===== config.mk =====
export PLATFORM = sky130hd
export DESIGN_NAME = uart_rx_core
export DESIGN_NICKNAME = d
export VERILOG_FILES = /design/src/rtl/uart_pkg.sv /design/src/rtl/uart_tick_gen.sv /design/src/rtl/uart_rx_core.sv
export SDC_FILE = /design/constraint.sdc
export NUM_CORES = 1
export LEC_CHECK = 0
export ABC_CLOCK_PERIOD_IN_PS = 1640
export BUFFER_PORTS_ARGS = -buffer_cell sky130_fd_sc_hd__buf_4
export CAP_MARGIN = 20
export CORE_MARGIN = 2
export CORE_UTILIZATION = 50
export CTS_CLUSTER_SIZE = 20
export DETAILED_ROUTE_END_ITERATION = 12
export PLACE_DENSITY = 0.74
export REMOVE_ABC_BUFFERS = 1
export SLEW_MARGIN = 20
export SYNTH_ARGS = -nofsm -noshare
export SYNTH_HDL_FRONTEND = slang
export SYNTH_SLANG_ARGS = --single-unit

===== constraint.sdc =====
create_clock -name inclk0 -period 1.64 [get_ports inclk0]
set_input_delay 0.246 -clock inclk0 [delete_from_list [all_inputs] [get_ports inclk0]]
set_output_delay 0.246 -clock inclk0 [all_outputs]
set_load 0.005 [all_outputs]

===== src/rtl/uart_pkg.sv =====
// Shared UART types and helpers for the receiver and the future transmitter.
package uart_pkg;

    typedef enum logic [2:0] {
        IDLE   = 3'd0,
        START  = 3'd1,
        DATA   = 3'd2,
        PARITY = 3'd3,
        STOP   = 3'd4
    } rx_state_t;

    localparam logic UART_IDLE_LEVEL = 1'b1;

    function automatic int calc_div(input int clk_hz, input int baud, input int oversample);
        return clk_hz / (baud * oversample);
    endfunction

endpackage


===== src/rtl/uart_tick_gen.sv =====
// Oversample tick divider: one-cycle tick every DIV clocks while locked, restartable.
module uart_tick_gen #(
    parameter int DIV = 1
) (
    input  logic inclk0,
    input  logic areset_n,
    input  logic i_locked,
    input  logic i_restart,
    output logic o_tick
);

    localparam int CW = (DIV > 1) ? $clog2(DIV) : 1;
    localparam logic [CW-1:0] RELOAD = CW'(DIV - 1);

    logic [CW-1:0] r_cnt;

    // Terminal count at zero, so a restart yields its first tick one cycle later.
    assign o_tick = i_locked && !i_restart && (r_cnt == '0);

    always_ff @(posedge inclk0 or negedge areset_n) begin
        if (!areset_n) begin
            r_cnt <= '0;
        end else if (!i_locked || i_restart) begin
            r_cnt <= '0;
        end else if (r_cnt == '0) begin
            r_cnt <= RELOAD;
        end else begin
            r_cnt <= r_cnt - 1'b1;
        end
    end

endmodule


===== src/rtl/uart_rx_core.sv =====
// Oversampling UART receiver gated by PLL lock, feeding a one-deep valid/ready buffer.
// Define UART_RX_PARITY_EN to expect an even-parity bit between the data and stop bits.
//
// state  | meaning
// IDLE   | waiting for a falling edge on the synchronised line
// START  | counting to mid start bit, rejecting glitches
// DATA   | sampling DATA_BITS payload bits, LSB first
// PARITY | sampling the even-parity bit (parity builds only)
// STOP   | sampling the stop bit, then back to IDLE
module uart_rx_core
    import uart_pkg::*;
#(
    parameter int CLK_HZ     = 16_000_000,
    parameter int BAUD       = 1_000_000,
    parameter int OVERSAMPLE = 16,
    parameter int DATA_BITS  = 8
) (
    input  logic                 inclk0,
    input  logic                 areset_n,
    input  logic                 locked,
    input  logic                 rxd,
    output logic [DATA_BITS-1:0] rx_data,
    output logic                 rx_valid,
    input  logic                 rx_ready,
    output logic                 frame_err,
    output logic                 overrun
);

    localparam int DIV = calc_div(CLK_HZ, BAUD, OVERSAMPLE);
    localparam int OSW = $clog2(OVERSAMPLE);
    localparam int BW  = $clog2(DATA_BITS);
    localparam logic [OSW-1:0] OS_HALF  = OSW'(OVERSAMPLE / 2 - 1);
    localparam logic [OSW-1:0] OS_FULL  = OSW'(OVERSAMPLE - 1);
    localparam logic [BW-1:0]  BIT_LAST = BW'(DATA_BITS - 1);

    if (DIV < 1) begin : g_bad_div
        $error("uart_rx_core: CLK_HZ/(BAUD*OVERSAMPLE) must be at least 1");
    end
    if ((OVERSAMPLE < 4) || (OVERSAMPLE % 2 != 0)) begin : g_bad_os
        $error("uart_rx_core: OVERSAMPLE must be even and >= 4");
    end
    if ((DATA_BITS < 5) || (DATA_BITS > 8)) begin : g_bad_bits
        $error("uart_rx_core: DATA_BITS must be in 5..8");
    end

`ifdef UART_RX_PARITY_EN
    localparam rx_state_t ST_AFTER_DATA = PARITY;
`else
    localparam rx_state_t ST_AFTER_DATA = STOP;
`endif

    logic [1:0]           r_sync;
    logic                 r_rxd_prev;
    rx_state_t            r_state;
    logic [OSW-1:0]       r_os_cnt;
    logic [BW-1:0]        r_bit_idx;
    logic [DATA_BITS-1:0] r_shift;

    logic w_rxd_s;
    logic w_tick;
    logic w_start;
    logic w_sample;
    logic w_stop_done;
    logic w_par_ok;
    logic w_good;

    assign w_rxd_s     = r_sync[1];
    assign w_start     = (r_state == IDLE) && locked && r_rxd_prev && !w_rxd_s;
    assign w_sample    = w_tick && (r_os_cnt == '0) && (r_state != IDLE);
    assign w_stop_done = w_sample && (r_state == STOP);
    assign w_good      = w_stop_done && w_rxd_s && w_par_ok;

    uart_tick_gen #(
        .DIV (DIV)
    ) u_tick_gen (
        .inclk0    (inclk0),
        .areset_n  (areset_n),
        .i_locked  (locked),
        .i_restart (w_start),
        .o_tick    (w_tick)
    );

    always_ff @(posedge inclk0 or negedge areset_n) begin
        if (!areset_n) begin
            r_sync     <= {2{UART_IDLE_LEVEL}};
            r_rxd_prev <= UART_IDLE_LEVEL;
        end else begin
            r_sync     <= {r_sync[0], rxd};
            r_rxd_prev <= w_rxd_s;
        end
    end

    // r_os_cnt counts down the ticks remaining until the next mid-bit sample.
    always_ff @(posedge inclk0 or negedge areset_n) begin
        if (!areset_n) begin
            r_state   <= IDLE;
            r_os_cnt  <= '0;
            r_bit_idx <= '0;
            r_shift   <= '0;
        end else if (!locked) begin
            r_state   <= IDLE;
            r_os_cnt  <= '0;
            r_bit_idx <= '0;
        end else if (w_start) begin
            r_state  <= START;
            r_os_cnt <= OS_HALF;
        end else if (w_tick && (r_state != IDLE)) begin
            if (r_os_cnt != '0) begin
                r_os_cnt <= r_os_cnt - 1'b1;
            end else begin
                r_os_cnt <= OS_FULL;
                case (r_state)
                    START: begin
                        if (w_rxd_s) begin
                            r_state  <= IDLE;
                            r_os_cnt <= '0;
                        end else begin
                            r_state   <= DATA;
                            r_bit_idx <= '0;
                        end
                    end
                    DATA: begin
                        r_shift <= {w_rxd_s, r_shift[DATA_BITS-1:1]};
                        if (r_bit_idx == BIT_LAST) begin
                            r_state <= ST_AFTER_DATA;
                        end else begin
                            r_bit_idx <= r_bit_idx + 1'b1;
                        end
                    end
                    PARITY: begin
                        r_state <= STOP;
                    end
                    default: begin
                        r_state  <= IDLE;
                        r_os_cnt <= '0;
                    end
                endcase
            end
        end
    end

`ifdef UART_RX_PARITY_EN
    logic r_par_err;

    always_ff @(posedge inclk0 or negedge areset_n) begin
        if (!areset_n) begin
            r_par_err <= 1'b0;
        end else if (w_start) begin
            r_par_err <= 1'b0;
        end else if (w_sample && (r_state == PARITY)) begin
            r_par_err <= w_rxd_s ^ (^r_shift);
        end
    end

    assign w_par_ok = !r_par_err;
`else
    assign w_par_ok = 1'b1;
`endif

    // A consumer read in the completion cycle frees the slot for the new byte.
    always_ff @(posedge inclk0 or negedge areset_n) begin
        if (!areset_n) begin
            rx_data   <= '0;
            rx_valid  <= 1'b0;
            frame_err <= 1'b0;
            overrun   <= 1'b0;
        end else begin
            frame_err <= w_stop_done && !(w_rxd_s && w_par_ok);
            overrun   <= w_good && rx_valid && !rx_ready;
            if (w_good && (!rx_valid || rx_ready)) begin
                rx_data  <= r_shift;
                rx_valid <= 1'b1;
            end else if (rx_valid && rx_ready) begin
                rx_valid <= 1'b0;
            end
        end
    end

endmodule


==> results.yml <==
clock_tree:
  cts_root_buffer: "clkbuf_4"
  tritoncts: "done"
  h-tree-depth: 2
  clk_pin_slew_ps: 110
  cts_sinks: 32
  numCtsBuffers: 5
  insertion_delay_ps: 340
  cts_max_path_buffers: 2
final_layout:
  drive_above_1_share_pct: 43.8
  syn2layout_area_growth_pct: 24.8
  nets: 160
  post-route-util_pct: 66.2
  final_cells: 184
  diodes: 0
  nFillCells: 221
outcome:
  status: "completed"
placement:
  io_buffers: 15
  dp.cells: 171
  hpwl_mm: 1.81
  place.gp.congestion: 0.838
synthesis:
  ys.warnings.count: 0
  postSynthCellCount: 119
  synthFlopType: "dfrtp_1"
  synth_top_area_cell: "dfrtp_1"
  synthTopCellsByArea: "dfrtp_1 50%, mux2_2 13%, dfstp_2 5.4%"
  synth_common_cells: "29 x dfrtp_1, 17 x mux2_2, 10 x nand2_1"
  synth_seq_cells: 32
  syn_avg_cell_area_um2: 12.3
  yosysSeqAreaShare_pct: 55.0
  syn_area_um2: 1460
  synth_edf_count: 0
  netlist.area_leader.share_pct: 49.6
  yosysMostFrequentCell: "dfrtp_1"
  yosysUniqueCellTypes: 35
  async_reset_ff_share_pct: 100
job:
  drv_cap: 0
pwr:
  leakage_nw: 0.931
  p_total_mw: 2.13
  powerDensity_nw_per_um2: 1160
  vdd_drop_max_v: 0.00122
setup_path:
  crit_path_start_kind: "flip-flop"
  worstSetupPathType: "flip-flop to flip-flop"
  worstPathRequired_ps: 1870
  worstPathMaxFanout: 8
  crit_start: "r_os_cnt[1]"
  crit_arrival_ps: 1850
  rr_startpoint: "r_os_cnt[1]"
  end_kind: "flip-flop"
global_route:
  grt_pass1_vias: 1012
  grt_overflow: 0
  grt_max_degree: 33
  grt_pass1_wl_mm: 4.68
  antenna_found_initial: 0
  grtUsageTotal_pct: 18.7
drt:
  routed_wl_mm: 2.62
  ant_nets: 0
  first_pass_iters: 4
  drt-initial-drc-count: 26
  route.detailed.drc: 0
  wl_per_cell_um: 14.2
  dr_total_vias: 1046
  via_per_inst: 5.68
timing:
  hold_slack_ps: 195
  setup_viol: 0
  clock-skew-final_ps: 16.1
  period_needed_ps: 1620
  grt_setup_unrepaired: "true"
  setup_tns_ps: 0
  fmax_mhz: 616
  hold_violations: 0
  relSlewSlack_pct: 74.1
  fin_crit_sh_pct: 99.0
  final_max_slew_viol_count: 0
  worstMarginPinSlew_ps: 388
floorplan:
  rows: 19
  io_pins: 16
  fp.coreArea_um2: 2760
  die_area_um2: 3370
  start_util_pct: 53.0
  die_h_um: 58.1
  dieWidth_um: 58.1
min_path:
  holdCritPathClass: "input pin to flip-flop"
  min_from: "locked"
## worst paths after layout
kind                           endpoint  slack (ps)  cells past startpoint
max reg2reg                  rx_data[5]          20                      6
max in group asynchronous    r_rxd_prev         940                      2
min reg2reg                   r_sync[1]         360                      0
min                        r_bit_idx[0]         190                      3
min in group asynchronous    r_shift[5]         360                      2
max                          rx_data[5]          20                      6
## logic make-up after synthesis
| kind of cell | share of synthesized area (%) |
|---|---|
| buffers and inverters | 1.71 |
| adder cells (fa/ha/maj) | 2.57 |
| AND/OR/NAND/NOR | 18.5 |
| AO/OA/AOI/OAI | 7.10 |
| multiplexers | 15.1 |
| flip-flops | 55.0 |
## layer usage
layer,vias to the layer above,GRT usage [%],routed length [um]
li1,493,-,-
met1,517,24.2,1170
met2,28,28.7,1250
met3,8,6.03,132
met4,0,8.64,65
met5,-,0,0
## per-stage QoR
step | setup slack [ps] | instance area, um^2
after detailed placement | -106 | 1660
after global routing | -40.0 | 1830
final | 17.0 | 1830
after floorplan | 30.3 | 1450
after CTS | 8.06 | 1790
after global placement | -44.0 | 1660
## timing repair
item	in CTS	in global routing
hold buffers	1	1
setup buffers	0	3
hold endpoints to repair	29	1
gates resized for setup	6	3
setup endpoints to repair	10	16
pin swaps	1	0
## cell usage in the layout, fill, tap and decap left out, types with 2 or more instances in the layout
cell type	synthesis	final
a211oi_1	2	2
clkbuf_4	0	5
mux2i_1	3	3
dfstp_2	3	3
buf_4	0	26
dlygate4sd3_1	0	2
inv_1	4	2
mux2_2	17	16
nand2_1	10	10
or3_1	2	2
nor3b_4	2	2
nor3_1	3	3
nor3b_1	2	2
inv_2	0	2
nand2b_1	3	3
ha_1	3	2
and3_1	2	2
nor2b_1	3	2
nor2_1	6	6
o21ai_0	6	5
dfrtp_1	29	29
## final cells by class
cell class,count,area [um^2],share of cell area (%)
clock buffer,5,37.5,2.06
clock inverter,3,42.5,2.33
inverter,4,15.0,0.822
multi-input combinational,81,672,36.8
sequential,32,805,44.1
tap,31,38.8,2.12
timing repair buffer,28,215,11.8
## flip-flops by register name (all words and copies together), names as in the netlist, 2 cells and up
name / cells
r_bit_idx: 3
r_os_cnt: 4
rx_data: 8
r_sync: 2
r_state: 3
r_shift: 8
## critical path, stage by stage (launching register included)
cell     delay, ps
dfrtp_1        400
inv_2           70
ha_4           150
nor2b_4        130
and3b_2        210
nand4_4        190
mux2_4         350
## report_power, final
group | switching (mW) | internal, mW
clock | 0.278 | 0.318
sequential | 0.0628 | 0.844
combinational | 0.277 | 0.346
total | 0.617 | 1.51
No activity file was read; power rests on OpenSTA's default activity.
